**src/rtl/ex_stage_pkg.sv**
```systemverilog
`timescale 1ns/1ps
`default_nettype none
// ============================================================
// Package : ex_stage_pkg
// Brief   : Bus widths, ALU/operand-select bit indices, MIPS
//           function codes and divider state encodings.
// Rev     : 1.0 - initial release
// ============================================================
package ex_stage_pkg;

  localparam int c_id_to_ex_wd  = 159;
  localparam int c_ex_to_mem_wd = 76;
  localparam int c_ex_to_rf_wd  = 38;
  localparam int c_hilo_wd      = 65;
  localparam int c_stall_wd     = 6;

  localparam logic c_stop    = 1'b1;
  localparam logic c_no_stop = 1'b0;

  localparam int c_alu_add  = 11;
  localparam int c_alu_sub  = 10;
  localparam int c_alu_slt  = 9;
  localparam int c_alu_sltu = 8;
  localparam int c_alu_and  = 7;
  localparam int c_alu_nor  = 6;
  localparam int c_alu_or   = 5;
  localparam int c_alu_xor  = 4;
  localparam int c_alu_sll  = 3;
  localparam int c_alu_srl  = 2;
  localparam int c_alu_sra  = 1;
  localparam int c_alu_lui  = 0;

  localparam int c_src1_rs    = 0;
  localparam int c_src1_pc    = 1;
  localparam int c_src1_sa    = 2;
  localparam int c_src2_rt    = 0;
  localparam int c_src2_simm  = 1;
  localparam int c_src2_eight = 2;
  localparam int c_src2_zimm  = 3;

  localparam logic [5:0] c_func_mult  = 6'h18;
  localparam logic [5:0] c_func_multu = 6'h19;
  localparam logic [5:0] c_func_div   = 6'h1A;
  localparam logic [5:0] c_func_divu  = 6'h1B;

  typedef enum logic [1:0] {
    DIV_IDLE = 2'd0,
    DIV_RUN  = 2'd1,
    DIV_DONE = 2'd2
  } div_state_t;

  typedef struct packed {
    logic [31:0] pc;
    logic [31:0] inst;
    logic [11:0] alu_op;
    logic [2:0]  sel_src1;
    logic [3:0]  sel_src2;
    logic        ram_en;
    logic [3:0]  ram_wen;
    logic        rf_we;
    logic [4:0]  rf_waddr;
    logic        sel_rf_res;
    logic [31:0] rdata1;
    logic [31:0] rdata2;
  } id_to_ex_t;

  function automatic logic [31:0] abs32(input logic [31:0] v, input logic is_signed);
    return (is_signed && v[31]) ? (32'd0 - v) : v;
  endfunction

endpackage
`default_nettype wire

```
**src/rtl/ex_stage_if.sv**
```systemverilog
`timescale 1ns/1ps
`default_nettype none
// ============================================================
// Interface : ex_stage_if
// Brief     : Data-SRAM request bus driven by the execute stage.
// Rev       : 1.0 - initial release
// ============================================================
interface ex_stage_if;
  logic        en;
  logic [3:0]  wen;
  logic [31:0] addr;
  logic [31:0] wdata;

  modport master (output en, wen, addr, wdata);
  modport slave  (input  en, wen, addr, wdata);
endinterface
`default_nettype wire

```
**src/rtl/ex_stage_div_iter.sv**
```systemverilog
`timescale 1ns/1ps
`default_nettype none
// ============================================================
// Module : div_iter
// Brief  : Iterative restoring divider, one quotient bit per
//          cycle, signed or unsigned operands.
// Rev    : 1.0 - initial release
// ============================================================
module div_iter
  import ex_stage_pkg::*;
#(
  parameter int DIV_STEPS = 32
) (
  input  logic        clk,
  input  logic        rst,
  input  logic        start,
  input  logic        signed_op,
  input  logic        advance,
  input  logic [31:0] a,
  input  logic [31:0] b,
  output logic        busy,
  output logic        done,
  output logic [31:0] quotient,
  output logic [31:0] remainder
);

  localparam int c_cnt_w = $clog2(DIV_STEPS + 1);
  localparam logic [c_cnt_w-1:0] c_last = c_cnt_w'(DIV_STEPS - 1);

  div_state_t         r_state;
  div_state_t         w_state_d;
  logic [c_cnt_w-1:0] r_count;
  logic [31:0]        r_rem;
  logic [31:0]        r_quo;
  logic [31:0]        r_divisor;
  logic               r_neg_q;
  logic               r_neg_r;
  logic               r_dbz;
  logic               r_done_seen;

  logic [32:0]        w_trial;
  logic [32:0]        w_diff;
  logic               w_fits;

  always_ff @(posedge clk) begin
    if (rst) r_state <= DIV_IDLE;
    else     r_state <= w_state_d;
  end

  // DONE waits for the EX register to move on so the same DIV is not re-run.
  always_comb begin
    w_state_d = r_state;
    case (r_state)
      DIV_IDLE: if (start)            w_state_d = DIV_RUN;
      DIV_RUN:  if (r_count == c_last) w_state_d = DIV_DONE;
      DIV_DONE: if (advance)          w_state_d = DIV_IDLE;
      default:                        w_state_d = DIV_IDLE;
    endcase
  end

  always_comb begin
    busy = ((r_state == DIV_IDLE) && start) || (r_state == DIV_RUN);
    done = (r_state == DIV_DONE) && !r_done_seen;
  end

  assign w_trial = {r_rem, r_quo[31]};
  assign w_diff  = w_trial - {1'b0, r_divisor};
  assign w_fits  = (w_trial >= {1'b0, r_divisor});

  always_ff @(posedge clk) begin
    if (rst) begin
      r_count     <= '0;
      r_rem       <= '0;
      r_quo       <= '0;
      r_divisor   <= '0;
      r_neg_q     <= 1'b0;
      r_neg_r     <= 1'b0;
      r_dbz       <= 1'b0;
      r_done_seen <= 1'b0;
    end else begin
      case (r_state)
        DIV_IDLE: begin
          r_done_seen <= 1'b0;
          if (start) begin
            r_count   <= '0;
            r_rem     <= '0;
            r_quo     <= abs32(a, signed_op);
            r_divisor <= abs32(b, signed_op);
            r_neg_q   <= signed_op & (a[31] ^ b[31]);
            r_neg_r   <= signed_op & a[31];
            r_dbz     <= (b == 32'd0);
          end
        end
        DIV_RUN: begin
          r_count <= r_count + 1'b1;
          r_rem   <= w_fits ? w_diff[31:0] : w_trial[31:0];
          r_quo   <= {r_quo[30:0], w_fits};
        end
        DIV_DONE: r_done_seen <= 1'b1;
        default: ;
      endcase
    end
  end

  assign quotient  = r_dbz   ? 32'hFFFF_FFFF
                   : r_neg_q ? (32'd0 - r_quo) : r_quo;
  assign remainder = r_neg_r ? (32'd0 - r_rem) : r_rem;

endmodule
`default_nettype wire

```
**src/rtl/ex_stage.sv**
```systemverilog
`timescale 1ns/1ps
`default_nettype none
// ============================================================
// Module : ex_stage
// Brief  : MIPS execute stage: EX register, 12-op ALU, data-SRAM
//          request, forward bus, iterative DIV/DIVU.
//          Optional MULT/MULTU under macro EX_MUL_EN.
// Rev    : 1.0 - initial release
// ============================================================
module ex_stage
  import ex_stage_pkg::*;
#(
  parameter int DIV_STEPS = 32
) (
  input  logic                      clk,
  input  logic                      rst,
  input  logic [c_stall_wd-1:0]     stall,
  input  logic [c_id_to_ex_wd-1:0]  id_to_ex_bus,
  output logic [c_ex_to_mem_wd-1:0] ex_to_mem_bus,
  output logic [c_ex_to_rf_wd-1:0]  ex_to_rf_bus,
  ex_stage_if.master                data_sram,
  output logic                      hilo_we,
  output logic [63:0]               hilo_wdata,
  output logic                      stallreq_for_ex
);

  id_to_ex_t   r_bus;
  logic [31:0] w_src1;
  logic [31:0] w_src2;
  logic [31:0] w_result;
  logic [31:0] w_simm;
  logic [31:0] w_zimm;
  logic [5:0]  w_opcode;
  logic [5:0]  w_func;
  logic        w_is_div;
  logic        w_div_signed;
  logic        w_ex_advance;
  logic        w_div_busy;
  logic        w_div_done;
  logic [31:0] w_quo;
  logic [31:0] w_rem;
  logic        w_mul_we;
  logic [63:0] w_product;

  always_ff @(posedge clk) begin
    if (rst)
      r_bus <= '0;
    else if (stall[2] == c_stop && stall[3] == c_no_stop)
      r_bus <= '0;
    else if (stall[2] == c_no_stop)
      r_bus <= id_to_ex_bus;
  end

  assign w_ex_advance = !(stall[2] == c_stop && stall[3] == c_stop);
  assign w_simm       = {{16{r_bus.inst[15]}}, r_bus.inst[15:0]};
  assign w_zimm       = {16'd0, r_bus.inst[15:0]};
  assign w_opcode     = r_bus.inst[31:26];
  assign w_func       = r_bus.inst[5:0];

  always_comb begin
    w_src1 = '0;
    if (r_bus.sel_src1[c_src1_rs])    w_src1 = w_src1 | r_bus.rdata1;
    if (r_bus.sel_src1[c_src1_pc])    w_src1 = w_src1 | r_bus.pc;
    if (r_bus.sel_src1[c_src1_sa])    w_src1 = w_src1 | {27'd0, r_bus.inst[10:6]};
    w_src2 = '0;
    if (r_bus.sel_src2[c_src2_rt])    w_src2 = w_src2 | r_bus.rdata2;
    if (r_bus.sel_src2[c_src2_simm])  w_src2 = w_src2 | w_simm;
    if (r_bus.sel_src2[c_src2_eight]) w_src2 = w_src2 | 32'd8;
    if (r_bus.sel_src2[c_src2_zimm])  w_src2 = w_src2 | w_zimm;
  end

  always_comb begin
    w_result = '0;
    if (r_bus.alu_op[c_alu_add])  w_result = w_result | (w_src1 + w_src2);
    if (r_bus.alu_op[c_alu_sub])  w_result = w_result | (w_src1 - w_src2);
    if (r_bus.alu_op[c_alu_slt])  w_result = w_result | {31'd0, $signed(w_src1) < $signed(w_src2)};
    if (r_bus.alu_op[c_alu_sltu]) w_result = w_result | {31'd0, w_src1 < w_src2};
    if (r_bus.alu_op[c_alu_and])  w_result = w_result | (w_src1 & w_src2);
    if (r_bus.alu_op[c_alu_nor])  w_result = w_result | ~(w_src1 | w_src2);
    if (r_bus.alu_op[c_alu_or])   w_result = w_result | (w_src1 | w_src2);
    if (r_bus.alu_op[c_alu_xor])  w_result = w_result | (w_src1 ^ w_src2);
    if (r_bus.alu_op[c_alu_sll])  w_result = w_result | (w_src2 << w_src1[4:0]);
    if (r_bus.alu_op[c_alu_srl])  w_result = w_result | (w_src2 >> w_src1[4:0]);
    if (r_bus.alu_op[c_alu_sra])  w_result = w_result | 32'($signed(w_src2) >>> w_src1[4:0]);
    if (r_bus.alu_op[c_alu_lui])  w_result = w_result | (w_src2 << 16);
  end

  assign ex_to_mem_bus = {r_bus.pc, r_bus.ram_en, r_bus.ram_wen, r_bus.sel_rf_res,
                          r_bus.rf_we, r_bus.rf_waddr, w_result};
  assign ex_to_rf_bus  = {r_bus.rf_we, r_bus.rf_waddr, w_result};

  assign data_sram.en    = r_bus.ram_en;
  assign data_sram.wen   = r_bus.ram_wen;
  assign data_sram.addr  = w_result;
  assign data_sram.wdata = r_bus.rdata2;

  assign w_is_div     = (w_opcode == 6'd0) && (w_func == c_func_div || w_func == c_func_divu);
  assign w_div_signed = (w_func == c_func_div);

  div_iter #(
    .DIV_STEPS (DIV_STEPS)
  ) u_div (
    .clk       (clk),
    .rst       (rst),
    .start     (w_is_div),
    .signed_op (w_div_signed),
    .advance   (w_ex_advance),
    .a         (r_bus.rdata1),
    .b         (r_bus.rdata2),
    .busy      (w_div_busy),
    .done      (w_div_done),
    .quotient  (w_quo),
    .remainder (w_rem)
  );

`ifdef EX_MUL_EN
  logic [63:0] w_mul_a;
  logic [63:0] w_mul_b;
  logic        w_mul_signed;
  assign w_mul_we     = (w_opcode == 6'd0) && (w_func == c_func_mult || w_func == c_func_multu);
  assign w_mul_signed = (w_func == c_func_mult);
  // Low 64 bits of the extended product are exact for both signednesses.
  assign w_mul_a      = {{32{w_mul_signed & r_bus.rdata1[31]}}, r_bus.rdata1};
  assign w_mul_b      = {{32{w_mul_signed & r_bus.rdata2[31]}}, r_bus.rdata2};
  assign w_product    = w_mul_a * w_mul_b;
`else
  assign w_mul_we     = 1'b0;
  assign w_product    = '0;
`endif

  // Gating with rst drops the hold request in the reset cycle itself.
  assign stallreq_for_ex = w_div_busy & ~rst;
  assign hilo_we         = (w_div_done | w_mul_we) & ~rst;
  assign hilo_wdata      = !hilo_we  ? 64'd0
                         : w_mul_we  ? w_product
                         : {w_rem, w_quo};

  logic unused_ok;
  assign unused_ok = &{1'b0, stall[5:4], stall[1:0], r_bus.inst[25:16]};

endmodule
`default_nettype wire

```
**src/flat_wrapper.sv**
```systemverilog
// flat-port wrapper written by rule: the top's interface ports become plain ports
module ex_stage_flat import ex_stage_pkg::*;
#(
  parameter int DIV_STEPS = 32
)
  (clk, rst, stall, id_to_ex_bus, ex_to_mem_bus, ex_to_rf_bus, hilo_we, hilo_wdata, stallreq_for_ex, data_sram_en, data_sram_wen, data_sram_addr, data_sram_wdata);
  ex_stage_if data_sram_i ();
  input  logic clk;
  input  logic rst;
  input  logic [c_stall_wd-1:0] stall;
  input  logic [c_id_to_ex_wd-1:0] id_to_ex_bus;
  output logic [c_ex_to_mem_wd-1:0] ex_to_mem_bus;
  output logic [c_ex_to_rf_wd-1:0] ex_to_rf_bus;
  output logic hilo_we;
  output logic [63:0] hilo_wdata;
  output logic stallreq_for_ex;
  output wire logic [$bits(data_sram_i.en)-1:0] data_sram_en;
  output wire logic [$bits(data_sram_i.wen)-1:0] data_sram_wen;
  output wire logic [$bits(data_sram_i.addr)-1:0] data_sram_addr;
  output wire logic [$bits(data_sram_i.wdata)-1:0] data_sram_wdata;
  assign data_sram_en = data_sram_i.en;
  assign data_sram_wen = data_sram_i.wen;
  assign data_sram_addr = data_sram_i.addr;
  assign data_sram_wdata = data_sram_i.wdata;
  ex_stage #(.DIV_STEPS(DIV_STEPS)) u_core (.clk(clk), .rst(rst), .stall(stall), .id_to_ex_bus(id_to_ex_bus), .ex_to_mem_bus(ex_to_mem_bus), .ex_to_rf_bus(ex_to_rf_bus), .data_sram(data_sram_i), .hilo_we(hilo_we), .hilo_wdata(hilo_wdata), .stallreq_for_ex(stallreq_for_ex));
endmodule
```
**config.mk**
```make
export PLATFORM = sky130hd
export DESIGN_NAME = ex_stage_flat
export DESIGN_NICKNAME = d
export VERILOG_FILES = /design/src/rtl/ex_stage_pkg.sv /design/src/rtl/ex_stage_if.sv /design/src/rtl/ex_stage_div_iter.sv /design/src/rtl/ex_stage.sv /design/src/flat_wrapper.sv
export SDC_FILE = /design/constraint.sdc
export NUM_CORES = 1
export LEC_CHECK = 0
export ABC_AREA = 0
export BUFFER_PORTS_ARGS = -buffer_cell sky130_fd_sc_hd__buf_2
export CORE_ASPECT_RATIO = 0.75
export CORE_MARGIN = 2
export CORE_UTILIZATION = 25
export DETAILED_ROUTE_END_ITERATION = 16
export PLACE_DENSITY = 0.39
export SLEW_MARGIN = 30
export SYNTH_ARGS = -nofsm -noshare
export SYNTH_HDL_FRONTEND = slang
export SYNTH_HIERARCHICAL = 1
export SYNTH_SLANG_ARGS = --single-unit
```
**constraint.sdc**
```tcl
create_clock -name clk -period 15.8 [get_ports clk]
set_clock_uncertainty 0.05 [all_clocks]
set_input_delay 4.74 -clock clk [delete_from_list [all_inputs] [get_ports clk]]
set_output_delay 4.74 -clock clk [all_outputs]
set_load 0.02 [all_outputs]
```
==> metrics.md <==
| Metric | Value |
|---|---|
| Nature of the critical path endpoint | output pin |
| Post-synth top area share | 20.7% |
| Initial antenna violation count | 16 |
| Routability Congestion | around 1.0 |
| Wirelength, routed | approximately 120 mm |
| Hold wc startpoint | u_core/u_div/r_divisor[15]$_SDFFE_PP0P_ |
| Post-DRT Antenna Nets | 0 |
| Clock slew at the register clock pins of the worst setup and hold paths | 0.06 ns |
| Fraction of layout cells with a size suffix above 1 | about 17% |
| Hold-fix buffers, CTS | 0 |
| Average via count per standard cell | around 5.3 |
| Buffers on Ports | around 400 |
| Category of the worst setup path launch point | flip-flop |
| Crit-path most repeated cell | a21oi_1 |
| Most frequent cells in the layout | buf_2 (400), nor2_1 (344), nand2_1 (311) |
| Filler instances | 11100 |
| Clock latency on the worst-skew pair | between 0.5 and 0.6 ns |
| Number of enable-type register cells in the synthesized netlist | 0 |
| Wire length of the first global-routing pass | between 150 and 200 mm |
| DIE AREA | around 100000 um^2 |
| Worst EP required | 11.01 ns |
| WL/cell | about 25 um |
| Beginning of the worst register-to-register path | u_core/u_div/r_rem[0]$_SDFFE_PP0P_ |
| Violation count after the first detailed-route iteration | 2611 |
| Top cells by area in the synthesized netlist | dfxtp_1 (21%), mux2i_1 (10%), ha_1 (6.8%) |
| End point of the worst hold path | u_core/u_div/r_divisor[15]$_SDFFE_PP0P_ |
| TritonCTS sink count | roughly 260 |
| Sequential cell area fraction in the yosys report | 20.7% |
| Most frequently used flop master after synthesis | dfxtp_1 |
| Slowest stage cell, crit path | or2_1 |
| Netlist cell types | between 90 and 100 |
| Transition at the pin with the smallest max-transition slack | between 1 and 1.5 ns |
| Post-synthesis cell area | about 25000 um^2 |
| Final Worst Setup Slack | 4.31 ns |
| Run status | completed |
| Most common library cell in the layout ignoring fill and taps | buf_2 |
| List of cells traversed by the critical path | or2_1, a22o_1, ha_1, inv_1, fa_1, a21oi_1, nor4_1, o311ai_1, a31oi_1, a211o_1, a21oi_1, o31ai_1, a221o_1, nand3_1, buf_2 |
| Final setup violation count | 0 |
| Worst R2R End | u_core/u_div/r_rem[26]$_SDFFE_PP0P_ |
| Row cnt | 100 |
| Post-Synthesis Cells | around 3300 |
| Buffer depth of the longest clock path | 3 |
| Y dimension of the die | 277 um |
| Post-layout net count | between 3000 and 4000 |
| Register-to-Register Setup Slack | around 12 ns |
| Final max-slew violation count | 0 |
| Setup repair after global routing missed its margin | no |
| Post-synth top area cell | dfxtp_1 |
| Async set or reset register ratio after synthesis | 0% |
| Layout area overhead | 12.7% |
| Number of placed I/O pins | 416 |
| Startpoint-to-endpoint class of the critical path | reg -> out |
| Setup TNS after final layout | 0 ns |
| Core region area | 98800 um^2 |
| Seq cells post-synth | between 200 and 300 |
| Number of instances resized during post-cts repair | 0 |
| Drc violations | 0 |
| CTS tree | built |
| DP Wirelength | 93.7 mm |
| Hold Fails Final Rpt | 0 |
| Mean area per synthesized cell | around 7.5 um^2 |
| Iteration count of the initial detailed-routing pass | 9 |
| Initial core utilization | 25.1% |
| Number of max-cap violations | 0 |
| Num CTS Buffers | 28 |
| Number of cells on the worst reg-to-reg path | 11 |
| Fmax | between 0.08 and 0.09 GHz |
| GRT Overall Usage | 22.2% |
| Number of warnings reported in the yosys synthesis log | 6 |
| Maximum number of pins on one net before global-route repair | 88 |
| Worst hold path type | reg -> reg |
| Post-CTS setup-driven buffer insertion count | 0 |
| Net count after synthesis | around 3600 |
| Max-slew headroom at the worst pin | between 10% and 20% |
| H-tree depth | 1 |
| X dimension of the die | 368 um |
| Worst voltage drop across the vdd grid | just under 0.00008 V |
| Crit-path max cell delay | between 0.7 and 0.8 ns |
| Master cell of the clock root buffer | clkbuf_16 |
| Worst-path fanout max | 17 |
| Areal power density over the cells | about 70 nW/um^2 |
| Placement Setup Slack | 4.86 ns |
| Number of global-route vias before repair | between 20000 and 25000 |
| Shortest clock period the worst path allows after layout | between 10 and 15 ns |
| Data arrival at the endpoint of the critical path | 6.70 ns |
| Overflow left after global routing | 0 |
| Total number of vias | 25300 |
| Design Power | 1.97 mW |
| Final period util | 72.7% |
| LEAKAGE | approximately 13 nW |
| Worst Hold Path Cells | 2 |
## power by group
part / leakage, nW / internal [mW] / switching, mW
combinational: 10.0 / 0.175 / 0.356
clock: 0.481 / 0.430 / 0.301
sequential: 2.09 / 0.667 / 0.0415
total: 12.6 / 1.27 / 0.699
## critical path, delay by kind of cell (launching register included)
kind	cells	cell delay (ns)
simple gates	3	1.20
buf+inv	2	0.34
fa+ha+maj	2	0.88
compound gates	8	2.99
flops	1	0.68
## metal layers
layer	up-vias	wire length, um	global-route usage (%)
li1	11900	-	-
met1	12300	58500	33.6
met2	1010	47700	31.2
met3	85	11500	6.46
met4	10	1560	2.85
met5	-	65	0
## through the flow
stage	util (%)	hold slack (ns)	cells	cell area [um^2]
3_3_place_gp	27.2	0.393	4703	26900
2_1_floorplan	-	0.382	3301	24800
5_1_grt	28.3	0.444	4760	28000
6_report	28.3	0.406	4764	28000
4_1_cts	28.2	0.413	4757	27900
3_5_place_dp	27.2	0.405	4705	26900
## how the worst max path moves through the flow
stage,startpoint,slack [ns],end
finish,u_core/r_bus[77]$_SDFFE_PP0N_,4.31,ex_to_mem_bus[0]
global route,u_core/r_bus[77]$_SDFFE_PP0N_,4.06,ex_to_rf_bus[24]
CTS,u_core/r_bus[77]$_SDFFE_PP0N_,4.44,ex_to_mem_bus[0]
detailed placement,rst,4.86,hilo_wdata[16]
global placement,rst,4.89,hilo_wdata[16]
floorplan,rst,5.45,hilo_wdata[10]
## synthesized netlist by cell type, drive strengths merged (14+ instances only)
library cell  number
xnor2            109
a221oi            39
a21oi            194
nor2b             20
or2               15
o31ai             34
or3               19
nor3              41
o211ai            30
inv              156
a22o              26
nand3             51
o21ai            179
and2              78
a22oi             90
xor2              70
nand2            313
nor2             347
ha               134
mux2i            259
dfxtp            257
a211oi            51
or4               24
nor4              15
and3              22
o41ai             21
a21o              25
clkbuf           176
nand4             24
nand2b            32
mux2              32
a221o             14
buf              198
o22ai             24
o21bai            21
a31oi             22
## registers in the layout, indices dropped and copies added (netlist names)
signal / count
u_core/u_div/r_divisor: 32
u_core/data_sram.en: 1
u_core/u_div/r_dbz: 1
u_core/data_sram.wdata: 32
u_core/u_div/r_neg_r: 1
u_core/data_sram.wen: 4
u_core/u_div/r_done_seen: 1
u_core/r_bus: 73
u_core/u_div/r_count: 6
u_core/u_div/r_neg_q: 1
u_core/u_div/r_quo: 32
u_core/ex_to_mem_bus: 39
u_core/u_div/r_rem: 32
u_core/u_div/r_state: 2
## logic make-up after synthesis
family | Yosys count | share of synthesized area, %
AND/OR/NAND/NOR | 1028 | 19.2
flip-flops | 257 | 20.7
XOR/XNOR | 179 | 6.32
multiplexers | 291 | 12.0
buffers and inverters | 530 | 10.5
adder cells (fa/ha/maj) | 137 | 7.00
AO/OA/AOI/OAI | 879 | 24.2
## final cells by class
class | instances | area, um^2 | share of cell area [%]
diodes | 4 | 10.0 | 0.0358
flip-flops and latches | 257 | 5150 | 18.4
repair buffers | 455 | 2470 | 8.82
inverters | 156 | 586 | 2.09
multi-input cells | 2514 | 17100 | 61.1
clock buffers | 41 | 831 | 2.97
clock inverters | 11 | 170 | 0.608
well taps | 1326 | 1660 | 5.93
Power figures use the tool's default switching activity.
